**config.mk**
```make
export PLATFORM = sky130hd
export DESIGN_NAME = capture_scheduler
export DESIGN_NICKNAME = d
export VERILOG_FILES = /design/src/rtl/spectrum_pkg.sv /design/src/rtl/sync_2ff.sv /design/src/rtl/capture_scheduler.sv
export SDC_FILE = /design/constraint.sdc
export NUM_CORES = 1
export LEC_CHECK = 0
export CAP_MARGIN = 10
export CORE_MARGIN = 5
export CORE_UTILIZATION = 48
export DETAILED_ROUTE_END_ITERATION = 10
export PLACE_DENSITY = 0.78
export SYNTH_ARGS = -nofsm -noshare
export SYNTH_HDL_FRONTEND = slang
export SYNTH_SLANG_ARGS = --single-unit
```
**constraint.sdc**
```tcl
create_clock -name clk_sys -period 2.8 [get_ports clk_sys]
set_input_delay 0.42 -clock clk_sys [delete_from_list [all_inputs] [get_ports clk_sys]]
set_output_delay 0.42 -clock clk_sys [all_outputs]
set_load 0.005 [all_outputs]
```
**src/rtl/spectrum_pkg.sv**
```systemverilog
// Shared widths, frame-length limits and the capture FSM state type for the
// spectrum capture path.
package spectrum_pkg;

  localparam int unsigned ADC_WIDTH       = 12;
  localparam int unsigned LOG2N_MIN       = 6;
  localparam int unsigned LOG2N_MAX       = 10;
  localparam int unsigned GAP_WIDTH       = 16;
  localparam int unsigned FRAME_CNT_WIDTH = 16;

  typedef enum logic [1:0] {
    ST_IDLE   = 2'd0,
    ST_STREAM = 2'd1,
    ST_GAP    = 2'd2,
    ST_DRAIN  = 2'd3
  } capture_state_t;

  // Limit a requested frame exponent to LOG2N_MIN..max_exp.
  function automatic logic [3:0] clamp_log2n(input logic [3:0] req, input int unsigned max_exp);
    logic [3:0] res;
    res = req;
    if (32'(req) < LOG2N_MIN) begin
      res = 4'(LOG2N_MIN);
    end else if (32'(req) > max_exp) begin
      res = 4'(max_exp);
    end
    return res;
  endfunction

endpackage

```
**src/rtl/sync_2ff.sv**
```systemverilog
// Two-flop synchroniser bringing a single asynchronous level into clk_sys.
module sync_2ff (
  input  logic clk_sys,
  input  logic rst,
  input  logic d_i,
  output logic q_o
);

  logic meta_q;
  logic sync_q;

  always_ff @(posedge clk_sys) begin
    if (rst) begin
      meta_q <= 1'b0;
      sync_q <= 1'b0;
    end else begin
      meta_q <= d_i;
      sync_q <= meta_q;
    end
  end

  assign q_o = sync_q;

endmodule

```
**src/rtl/capture_scheduler.sv**
```systemverilog
// Frames ADC samples from a FIFO into fixed-length FFT frames, with optional
// repeated capture separated by a run of discarded samples.
module capture_scheduler #(
  parameter int unsigned ADC_WIDTH = spectrum_pkg::ADC_WIDTH,
  parameter int unsigned LOG2N_MAX = spectrum_pkg::LOG2N_MAX,
  parameter int unsigned GAP_WIDTH = spectrum_pkg::GAP_WIDTH
) (
  input  logic                 clk_sys,
  input  logic                 rst,
  input  logic                 start,
  input  logic                 stop,
  input  logic [3:0]           cfg_log2n,
  input  logic                 cfg_continuous,
  input  logic [GAP_WIDTH-1:0] cfg_gap,
  input  logic [ADC_WIDTH-1:0] fifo_sample,
  input  logic                 fifo_empty,
  input  logic                 fifo_full,
  output logic                 fifo_read_enable,
  output logic [ADC_WIDTH-1:0] fft_data,
  output logic                 fft_valid,
  input  logic                 fft_ready,
  output logic                 fft_sof,
  output logic                 fft_eof,
  output logic                 busy,
  output logic                 overflow,
  output logic [15:0]          frame_count
);

  import spectrum_pkg::*;

  capture_state_t         state_q;
  logic [3:0]             log2n_q;
  logic                   cont_q;
  logic [GAP_WIDTH-1:0]   gap_q;
  logic                   stop_pend_q;
  logic [LOG2N_MAX-1:0]   samp_cnt_q;
  logic [GAP_WIDTH-1:0]   gap_cnt_q;
  logic [ADC_WIDTH-1:0]   fft_data_q;
  logic                   fft_valid_q;
  logic                   fft_sof_q;
  logic                   fft_eof_q;
  logic                   overflow_q;
  logic [15:0]            frame_count_q;

  logic                   full_sync;
  logic                   rd_en_c;
  logic                   accept;
  logic [LOG2N_MAX-1:0]   last_idx;
  logic                   is_last;

  sync_2ff u_full_sync (
    .clk_sys (clk_sys),
    .rst     (rst),
    .d_i     (fifo_full),
    .q_o     (full_sync)
  );

  assign accept   = fft_valid_q && fft_ready;
  assign last_idx = LOG2N_MAX'((32'd1 << log2n_q) - 32'd1);
  assign is_last  = (samp_cnt_q == last_idx);

  // Pop request: STREAM refills the output register, GAP discards freely.
  always_comb begin
    rd_en_c = 1'b0;
    if (!rst) begin
      case (state_q)
        ST_STREAM: rd_en_c = !fifo_empty && (!fft_valid_q || fft_ready);
        ST_GAP:    rd_en_c = !fifo_empty;
        default:   rd_en_c = 1'b0;
      endcase
    end
  end

  always_ff @(posedge clk_sys) begin
    if (rst) begin
      state_q       <= ST_IDLE;
      log2n_q       <= 4'(LOG2N_MIN);
      cont_q        <= 1'b0;
      gap_q         <= '0;
      stop_pend_q   <= 1'b0;
      samp_cnt_q    <= '0;
      gap_cnt_q     <= '0;
      fft_data_q    <= '0;
      fft_valid_q   <= 1'b0;
      fft_sof_q     <= 1'b0;
      fft_eof_q     <= 1'b0;
      overflow_q    <= 1'b0;
      frame_count_q <= '0;
    end else begin
      if (accept) begin
        fft_valid_q <= 1'b0;
        fft_sof_q   <= 1'b0;
        fft_eof_q   <= 1'b0;
        if (fft_eof_q) begin
          frame_count_q <= frame_count_q + 16'd1;
        end
      end

      if (full_sync && (state_q == ST_STREAM || state_q == ST_GAP)) begin
        overflow_q <= 1'b1;
      end

      case (state_q)
        ST_IDLE: begin
          if (start) begin
            log2n_q       <= clamp_log2n(cfg_log2n, LOG2N_MAX);
            cont_q        <= cfg_continuous;
            gap_q         <= cfg_gap;
            stop_pend_q   <= stop;
            samp_cnt_q    <= '0;
            gap_cnt_q     <= '0;
            overflow_q    <= 1'b0;
            frame_count_q <= '0;
            state_q       <= ST_STREAM;
          end
        end

        ST_STREAM: begin
          if (stop) begin
            stop_pend_q <= 1'b1;
          end
          if (rd_en_c) begin
            fft_data_q  <= fifo_sample;
            fft_valid_q <= 1'b1;
            fft_sof_q   <= (samp_cnt_q == '0);
            fft_eof_q   <= is_last;
            if (is_last) begin
              samp_cnt_q <= '0;
              gap_cnt_q  <= '0;
              // A stop arriving with the final pop still ends the run here.
              if (cont_q && !stop_pend_q && !stop) begin
                state_q <= (gap_q != '0) ? ST_GAP : ST_STREAM;
              end else begin
                state_q <= ST_DRAIN;
              end
            end else begin
              samp_cnt_q <= samp_cnt_q + LOG2N_MAX'(1);
            end
          end
        end

        ST_GAP: begin
          if (stop) begin
            state_q <= ST_DRAIN;
          end else if (rd_en_c) begin
            if (gap_cnt_q == gap_q - GAP_WIDTH'(1)) begin
              gap_cnt_q <= '0;
              state_q   <= ST_STREAM;
            end else begin
              gap_cnt_q <= gap_cnt_q + GAP_WIDTH'(1);
            end
          end
        end

        ST_DRAIN: begin
          stop_pend_q <= 1'b0;
          if (!fft_valid_q || accept) begin
            state_q <= ST_IDLE;
          end
        end

        default: state_q <= ST_IDLE;
      endcase
    end
  end

  assign fifo_read_enable = rd_en_c;
  assign fft_data         = fft_data_q;
  assign fft_valid        = fft_valid_q;
  assign fft_sof          = fft_sof_q;
  assign fft_eof          = fft_eof_q;
  assign busy             = (state_q != ST_IDLE);
  assign overflow         = overflow_q;
  assign frame_count      = frame_count_q;

endmodule
```
=== Word-level counts from Yosys, hierarchy flattened ===
Index checks and enable logic that the tools add are counted.

* Equal/unequal tests: 14
* Mux-type cells: 44
* Reduce and logical (&&, ||, !) cells: 25
* Shift operators: 1
* Magnitude comparators: 2
* Add/sub/neg operators: 5

{| class="wikitable"
|+ Operators with widths
! cell !! count
|-
| 2-to-1 mux 16 bit || 10
|-
| case mux 16 bit (3 select lines) || 1
|-
| adder 16 x 1 -> 16 bit, second input constant || 2
|-
| 2-to-1 mux 10 bit || 3
|-
| case mux 10 bit (2 select lines) || 1
|-
| 2-to-1 mux 2 bit || 9
|-
| == test 16 bit || 1
|-
| nonzero test 16 bit || 1
|-
| subtractor 16 x 1 -> 16 bit, second input constant || 1
|-
| 2-to-1 mux 1 bit || 15
|-
| != test 2 bit, second input constant || 7
|-
| AND reduction 6 bit || 2
|-
| adder 10 x 1 -> 10 bit, second input constant || 1
|-
| == test 10 bit || 1
|-
| logical NOT 10 bit || 1
|-
| << shifter 1 x 4 -> 10 bit, first input constant || 1
|-
| subtractor 10 x 1 -> 10 bit, second input constant || 1
|-
| 2-to-1 mux 4 bit || 2
|-
| case mux 2 bit (4 select lines) || 1
|-
| AND reduction 3 bit || 2
|-
| nonzero test 3 bit || 2
|-
| logical AND 1 bit || 5
|-
| == test 2 bit, second input constant || 2
|-
| greater-than comparator 4 bit, second input constant || 1
|-
| 11 further kinds || 18
|}

* Output and inout port bits: 34
* Input bits: 40
* Logic and storage cells: 106
* Bits in registers: 84

=== Longest topological paths before layout ===
* Depth in word-level cells: 8
* Mapped depth: 14
* Depth with buffers taken out: 11

=== Cells and area by module ===
A second synthesis with hierarchy kept.

* Cell total of the unflattened synthesis: 543
* Area total of the unflattened synthesis: 4435.5 um2

{| class="wikitable"
|+ By module, submodules not included
! module !! cells an instance !! times used !! area each (um2) !! sequential area each (um2)
|-
| capture_scheduler || 539 || 1 || 4383.0 || 1641.6
|-
| sync_2ff || 4 || 1 || 52.6 || 40.0
|}

=== Least setup slack after synthesis ===
Ideal clock, no wire load.

* Path type: flip-flop to flip-flop
* Start: register log2n_q[0]
* End: register gap_cnt_q[12]
* Required time: 2.668 ns
* Arrival: 2.877 ns
* Period minus slack after synthesis: 3.009 ns
* Path buffers: 2
* Stages on the path, launching flop included: 13
* Setup time: 0.132 ns
* Setup slack: -0.209 ns
* Cells stage by stage: dfxtp_1 or4_1 ha_1 or3_1 a21oi_1 o211ai_1 and4_1 a21boi_0 clkbuf_1 nor2_1 buf_2 nand3b_1 a21oi_1

* Longest elaborated chain between the ends: 5

{| class="wikitable"
|+ RTL lines
! item !! RTL line !! text
|-
| start, declared || capture_scheduler.sv:32 || <nowiki>logic [3:0] log2n_q;</nowiki>
|-
| start signal, assigned || capture_scheduler.sv:77 || <nowiki>log2n_q <= 4'(LOG2N_MIN);</nowiki>
|-
| start signal, assigned || capture_scheduler.sv:106 || <nowiki>log2n_q <= clamp_log2n(cfg_log2n, LOG2N_MAX);</nowiki>
|-
| << shifter 1 x 4 -> 10 bit || capture_scheduler.sv:59 || <nowiki>assign last_idx = LOG2N_MAX'((32'd1 << log2n_q) - 32'd1);</nowiki>
|-
| subtractor 10 x 1 -> 10 bit || capture_scheduler.sv:59 ||
|-
| == test 10 bit || capture_scheduler.sv:60 || <nowiki>assign is_last = (samp_cnt_q == last_idx);</nowiki>
|-
| != test 2 bit (no line) || n/a ||
|-
| AND reduction 6 bit (no line) || n/a ||
|-
| end signal, assigned || capture_scheduler.sv:150 || <nowiki>gap_cnt_q <= gap_cnt_q + GAP_WIDTH'(1);</nowiki>
|-
| end, declared || capture_scheduler.sv:37 || <nowiki>logic [GAP_WIDTH-1:0] gap_cnt_q;</nowiki>
|}

No other way between the ends.
A chain may end at the register's enable or synchronous reset.

=== Worst setup path after layout ===
* Start: register gap_q[1]
* End: register gap_cnt_q[14]

* Longest elaborated chain between the ends: 6

{| class="wikitable"
|+ RTL lines
! item !! RTL line !! text
|-
| start, declared || capture_scheduler.sv:34 || <nowiki>logic [GAP_WIDTH-1:0] gap_q;</nowiki>
|-
| start signal, assigned || capture_scheduler.sv:108 || <nowiki>gap_q <= cfg_gap;</nowiki>
|-
| subtractor 16 x 1 -> 16 bit || capture_scheduler.sv:146 || <nowiki>if (gap_cnt_q == gap_q - GAP_WIDTH'(1)) begin</nowiki>
|-
| == test 16 bit || capture_scheduler.sv:146 ||
|-
| 2-to-1 mux 16 bit || capture_scheduler.sv:146 ||
|-
| 2-to-1 mux 16 bit || capture_scheduler.sv:145 || <nowiki>end else if (rd_en_c) begin</nowiki>
|-
| 2-to-1 mux 16 bit || capture_scheduler.sv:143 || <nowiki>if (stop) begin</nowiki>
|-
| case mux 16 bit (3 select lines) || capture_scheduler.sv:103 || <nowiki>case (state_q)</nowiki>
|}

No other way between the ends. The select of a mux whose other input is x is not followed.

==> flow_summary.yaml <==
floorplan:
  design.die.area_mm2: 0.0112
  fp.coreArea_mm2: 0.00911
  rows: 35
  die_h_um: 106
  start_util_pct: 48.4
  io_pins: 74
  die_width_um: 106
routing:
  avgRoutedWirePerCell_um: 15.7
  drtPass1Iterations: 5
  dr_total_vias: 4298
  drt_iter0_drc: 228
  viasPerCell: 5.66
  drc: 0
  ant_nets: 0
  finalWirelength_mm: 12.0
power:
  vdd_drop_max_v: 0.000275
  total_power_w: 0.00335
  p_leak_nw: 2.13
  power_density_mw_per_mm2: 573
synth:
  synth_most_common_cell: "dfxtp_1"
  ys_warn_count: 0
  synthTopCellsByArea: "dfxtp_1, a21oi_1, nor2_1"
  synth_ff_type: "dfxtp_1"
  async_flop_share_pct: 0
  synth_top_area_share_pct: 38.1
  syn-cell-area_mm2: 0.00441
  yosys.area.top_type: "dfxtp_1"
  synth_nets: 592
  synth-edff-count: 0
  synth.distinct_cells: 58
  synth-seq-area-share_pct: 38.1
  synth_common_cells: "dfxtp_1, nor2_1, nand2_1"
  ys_seq_elements: 84
  synth_cells: 541
  syn_avg_cell_area_um2: 8.15
clocking:
  cts_root_buf: "clkbuf_8"
  cts_buffers: 9
  cts_sinks: 84
  clk_latency_ns: 0.37
  h-tree-depth: 3
  clockBufferDepth: 2
  cts_tree: "built"
  clk_pin_slew_worst_paths_ns: 0.10
global_routing:
  overflow: 0
  grt_pass1_wl_mm: 19.9
  antenna_found_initial: 0
  grt.total_usage_pct: 21.3
  grt_start_max_net_pins: 42
  grt_pass1_vias: 4179
outcome:
  violations: "setup timing"
  status: "finished with violations"
critical_path:
  ff2ff_setup_slack_ns: -0.09
  crit_start: "gap_q[1]$_SDFFE_PP0P_"
  r2r_start: "gap_q[1]$_SDFFE_PP0P_"
  ff2ff_path_depth: 9
  reg2reg_to: "gap_cnt_q[14]$_SDFFE_PP0P_"
  cp-endpoint: "gap_cnt_q[14]$_SDFFE_PP0P_"
  worstSetupEndpointType: "register"
  cp-start-kind: "register"
  cp.required_ns: 3.04
  crit_fanout: 6
  crit_arrival_ns: 3.12
  path_class: "reg2reg"
run:
  cap_violations: 0
timing:
  skew_ns: 0.0127
  timing.fmax_ghz: 0.346
  period_needed_ns: 2.89
  worstMarginPinSlew_ns: 0.558
  post-route-period-util_pct: 103
  slew_headroom_pct: 62.5
  finalHoldViolCount: 0
  final-setup-viol-count: 16
  setup_ws_ns: -0.0873
  rsz0062_at_grt: "yes"
  hold_slack_ns: 0.442
  finalMaxSlewViolations: 0
place:
  io_buffer_count: 73
  hpwl_mm: 8.51
  post_dp_cell_area_mm2: 0.00548
  place.gp.congestion: 0.880
layout:
  syn_to_final_growth_pct: 32.6
  num_antenna_cells: 0
  stdcell_area_mm2: 0.00584
  drive_gt1_share_pct: 14.3
  nNetsFinal: 695
worst_hold_path:
  min-delay-path-class: "reg2reg"
## placed cells by master, fill, tap and decap left out, types with 5 or more instances in the layout
cell and n:
nand3_1 14, o21ai_1 12, clkbuf_8 9, nand3b_1 12, and3_1 15, a22o_1 16
mux2i_1 6, nor4b_1 5, clkdlybuf4s50_1 73, o21ai_0 12, a21oi_1 47, or4_4 5
a31oi_1 7, ha_1 9, nand2_1 58, inv_1 10, nor2b_1 7, buf_4 44
dfxtp_1 80, nand4_1 7, nor2_1 62, xnor2_1 24, nand2b_1 5, xor2_1 18
or3_1 6, nor4_1 5, nor3_1 11
## critical path, stage by stage (launching register included)
cell and delay (ns):
dfxtp_2 0.35, or4_4 0.56, or4_4 0.56, o21ai_2 0.15
nand4b_1 0.21, o41ai_4 0.45, buf_6 0.19, a31oi_1 0.04
o21ai_1 0.18, a21oi_2 0.07
## per-stage QoR
stage | utilization, % | setup TNS (ns) | worst slack (ns) | cells
2_1_floorplan | - | -0.125 | -0.0216 | 541
3_3_place_gp | 60.2 | -2.38 | -0.193 | 738
3_5_place_dp | 60.2 | -3.32 | -0.237 | 738
4_1_cts | 63.3 | 0 | 0.00165 | 758
5_1_grt | 64.2 | -2.54 | -0.189 | 760
6_report | 64.2 | -0.974 | -0.0873 | 760
## state kept, by name (all words and copies together) (netlist names)
| signal | cells |
|---|---|
| fft_data | 12 |
| gap_q | 16 |
| state_q | 2 |
| cont_q | 1 |
| log2n_q | 4 |
| fft_sof | 1 |
| stop_pend_q | 1 |
| gap_cnt_q | 16 |
| fft_eof | 1 |
| fft_valid | 1 |
| samp_cnt_q | 10 |
| overflow | 1 |
| frame_count | 16 |
| u_full_sync.meta_q | 1 |
| u_full_sync.q_o | 1 |
## worst min-delay path by stage
stage,startpoint,to,depth (start not counted)
finish,u_full_sync.meta_q$_SDFF_PP0_,u_full_sync.q_o$_SDFF_PP0_,1
global route,u_full_sync.meta_q$_SDFF_PP0_,u_full_sync.q_o$_SDFF_PP0_,1
CTS,u_full_sync.meta_q$_SDFF_PP0_,u_full_sync.q_o$_SDFF_PP0_,1
floorplan,u_full_sync.meta_q$_SDFF_PP0_,u_full_sync.q_o$_SDFF_PP0_,1
detailed placement,u_full_sync.meta_q$_SDFF_PP0_,u_full_sync.q_o$_SDFF_PP0_,1
global placement,u_full_sync.meta_q$_SDFF_PP0_,u_full_sync.q_o$_SDFF_PP0_,1
## layout make-up
class / count / area (um^2)
Clock inverter: 5 / 61.3
Sequential cell: 84 / 1690
Timing Repair Buffer: 120 / 1090
Fill cell: 758 / 3260
Tap cell: 111 / 139
Multi-Input combinational cell: 418 / 2690
Clock buffer: 11 / 131
Inverter: 11 / 41.3
## kinds of logic after synthesis
kind of cell / Yosys count / synth area share, %
adders and majority gates: 11 / 3.12
muxes: 7 / 1.62
and+or+nand+nor: 233 / 27.0
buffers and inverters: 39 / 3.63
AOI/OAI and AO/OA: 125 / 18.2
xor gates and xnor gates: 42 / 8.35
DFF: 84 / 38.1
## layer usage
metal | up-vias | wire length [um] | part of all wire [%] | GRT usage [%]
met2 | 131 | 5620 | 47 | 34.9
li1 | 2134 | - | - | -
met3 | 18 | 773 | 6.5 | 5.21
met5 | - | 0 | 0 | 0
met4 | 0 | 206 | 1.7 | 6.48
met1 | 2015 | 5360 | 45 | 27.8
## power breakdown
part | switching, W | internal [W] | leakage, nW
logic | 0.000598 | 0.000538 | 1.36
clock network | 0.000464 | 0.000416 | 0.0862
registers | 0.0000644 | 0.00126 | 0.683
total | 0.00113 | 0.00222 | 2.13
## timing repair
| item | in CTS | in global routing |
|---|---|---|
| gates cloned | 0 | 1 |
| setup buffers | 4 | 2 |
| pin swaps | 5 | 7 |
| resized for setup | 12 | 23 |
| endpoints found under the setup margin | 18 | 19 |
| hold buffers | 0 | 0 |
(Power assumes the default switching activity.)
==> RTL change: new RTL, same settings <==
Encoding of `capture_state_t`: now one-hot (4 bits for 4 states).
--- a/src/rtl/spectrum_pkg.sv
+++ b/src/rtl/spectrum_pkg.sv
@@ -9,9 +9,9 @@
   localparam int unsigned FRAME_CNT_WIDTH = 16;
 
-  typedef enum logic [1:0] {
-    ST_IDLE   = 2'd0,
-    ST_STREAM = 2'd1,
-    ST_GAP    = 2'd2,
-    ST_DRAIN  = 2'd3
+  typedef enum logic [3:0] {
+    ST_IDLE   = 4'b0001,
+    ST_STREAM = 4'b0010,
+    ST_GAP    = 4'b0100,
+    ST_DRAIN  = 4'b1000
   } capture_state_t;
 
Behaviour: same outputs for any inputs over 4 cycles, from zero or initial values and one cycle with rst high; so few cycles prove little.
==> RTL change against the original RTL <==
- power is 11% higher
- clock skew hardly changed
- routed wire length is 6.2% lower
- cell area is 1.8% lower
- first-iteration DRC count is 1.8% higher
- via count is 2.7% lower
- clock power is 4.2% higher
- sequential cell count is 2 higher
- synthesized area is 3.0% higher
- setup slack better by 0.23 ns
- largest power group unchanged
==> RTL change: results (changes against the original RTL) <==
* Status: completed
* Arr. time, crit path at 2.92 ns (-0.20 ns)
* Mapped Nets at 612 (+3.4%)
* Static Leak at 0.00204 uW (-4.1%)
* CTS Buffer Depth at 2 (unchanged)
* Final setup violation count at 0 (-16)
* Largest net degree at the start of global routing at 26 (-38%)
* Final #Nets at 691 (-0.58%)
* Post-synthesis adder-cell area fraction at 0.0193 (-0.0119)
* Fraction of layout cells with a size suffix above 1 at 0.106 (-0.0370)
* Worst Max-Slew Pin Slew at 0.627 ns (+0.0687 ns)
* Compound-cell area share of the yosys netlist at 0.140 (-0.0416)
* Hold EP: gap_q[5]
* Cell count after synthesis at 565 (+4.4%)
* Worst reg2reg path endpoint: state_q[0]
* Pre-Repair DR Iteration Count at 5 (unchanged)
* H-tree levels at 3 (unchanged)
* Syn. warnings at 0 (unchanged)
* Clk_lat worst skew at 0.36 ns
* Fillcell total at 821 (+8.3%)
* Skew final at 0.0127 ns (-0.0000213 ns)
* Crit Reg-Reg Startpoint: log2n_q[3]
* Synth top area cells: dfxtp_1, nand2_1, xor2_1
* Reg2Reg Setup Slack at 0.14 ns (+0.23 ns)
* Clk root buf: clkbuf_8
* Final HPWL DP at 8.50 mm (about the same)
* Post-synthesis mux area share at 0.00689 (-0.00929)
* Worst vdd ir at 0.347 mV (+26%)
* First DRT Iteration DRCs at 232 (+1.8%)
* Synth Area in XOR/XNOR at 0.116 (+0.0323)
* DR vias at 4180 (-2.7%)
* Gpl congestion at 0.917 (+4.3%)
* Vias in the first global route at 4106 (-1.7%)
* First-pass GRT wire length at 18.9 mm (-5.0%)
* Register area share after synthesis at 0.379 (-0.00222)
* Total track usage at 0.202 (-0.0117)
* Placed inst area at 0.00548 sq mm (-0.14%)
* Final wirelength at 11.2 mm (-6.2%)
* HP Start: rst
* Post-route non-filler standard cell count at 778 (+2.4%)
* Critical Path Max Stage Delay at 0.36 ns (-0.20 ns)
* Clock-pin slew on the worst setup and hold paths at 0.10 ns (about the same)
* Most used DFF post-synth: dfxtp_1
* Port-buffer cells at 73 (unchanged)
* Placed Cells at 761 (+3.1%)
* Most frequent cell after synthesis: nand2_1
* Worst hold stages at 2 (+1)
* Crit path max fanout at 5 (-1)
* Total CTS buffers at 9 (unchanged)
* Initial antenna violation count at 0 (unchanged)
* Type of the worst min-delay path: primary input to flop
* N_diodes at 0 (unchanged)
* Synth cell count leaders: nand2_1, dfxtp_1, nor2_1
* Netlist cell types at 68 (+17%)
* CP max-delay cell: mux2_2
* Reg2reg path depth at 11 (+2)
* Ys async rst share at 0 (unchanged)
==> RTL change: cell count changes after synthesis, moves of 6 or more <==
cell	before	now
xor2_1	18	35
nand2_1	58	96
nand3b_1	12	4
nand2b_1	5	11
o21ai_1	10	0
or3_1	7	1
a22o_1	16	1
nand4_1	7	18
nand3_1	14	24
and3_1	15	8
nor3_1	12	4
==> RTL change: cells by family (layout without fill, tap and decap cells) <==
family | Yosys count | after routing
AO/OA/AOI/OAI | 96 | 96
XOR/XNOR | 60 | 60
adder cells (fa/ha/maj) | 7 | 7
buffers and inverters | 40 | 124
flip-flops | 86 | 86
multiplexers | 3 | 3
AND/OR/NAND/NOR | 273 | 273
==> RTL change: layer usage <==
metal  share of wire  global-route usage  vias up  wire length (um)
li1                -                   -     2097                 -
met1            0.43               0.254     1931              4880
met2            0.48               0.334      136              5340
met3           0.072              0.0548       16               810
met4           0.017              0.0658        0               196
met5               0                   0        -                 0
==> RTL change: layout make-up <==
class | count | area, sq um | area share
Tap cell | 129 | 161 | 0.0281
Clock inverter | 7 | 87.6 | 0.0153
Timing Repair Buffer | 96 | 923 | 0.161
Multi-Input combinational cell | 439 | 2680 | 0.466
Sequential cell | 86 | 1720 | 0.300
Clock buffer | 9 | 124 | 0.0216
Inverter | 12 | 45.0 | 0.00785
==> RTL change: stage by stage <==
step / setup WS [ns] / hold slack [ns] / total power (uW)
after CTS: 0.0612 / 0.377 / 3680
final: 0.144 / 0.392 / 3720
after global routing: 0.00862 / 0.399 / 3950
after floorplan: 0.0988 / 0.414 / 2350
after global placement: 0.159 / 0.424 / 2730
after detailed placement: 0.0762 / 0.433 / 2770
==> RTL change: worst max path at each step <==
stage	from	cells past startpoint	endpoint	slack, ns
2_1_floorplan	log2n_q[3]	12	state_q[0]	0.1
3_3_place_gp	log2n_q[3]	11	state_q[0]	0.16
3_5_place_dp	log2n_q[3]	11	state_q[0]	0.08
4_1_cts	log2n_q[3]	11	state_q[0]	0.06
5_1_grt	gap_q[0]	11	gap_cnt_q[0]	0.009
6_report	log2n_q[3]	11	state_q[0]	0.14
==> RTL change: power breakdown <==
part / internal (uW) / total [uW] / switching, uW
sequential: 1310 / 1420 / 116
clock: 434 / 917 / 484
combinational: 623 / 1380 / 754
total: 2360 / 3720 / 1350
==> RTL change: critical path, delay by kind of cell, from the launching register on <==
family	cells	cell delay, ns
multiplexers	1	0.36
flip-flops	1	0.33
AND/OR/NAND/NOR	5	0.99
adder cells (fa/ha/maj)	1	0.20
AO/OA/AOI/OAI	4	0.68
==> RTL change: what timing repair did <==
| item | 4_1_cts | 5_1_grt |
|---|---|---|
| endpoints found under the setup margin | 0 | 29 |
| hold endpoints to repair | 0 | 0 |
| buffers inserted | 0 | 1 |
| resized for setup | 0 | 7 |
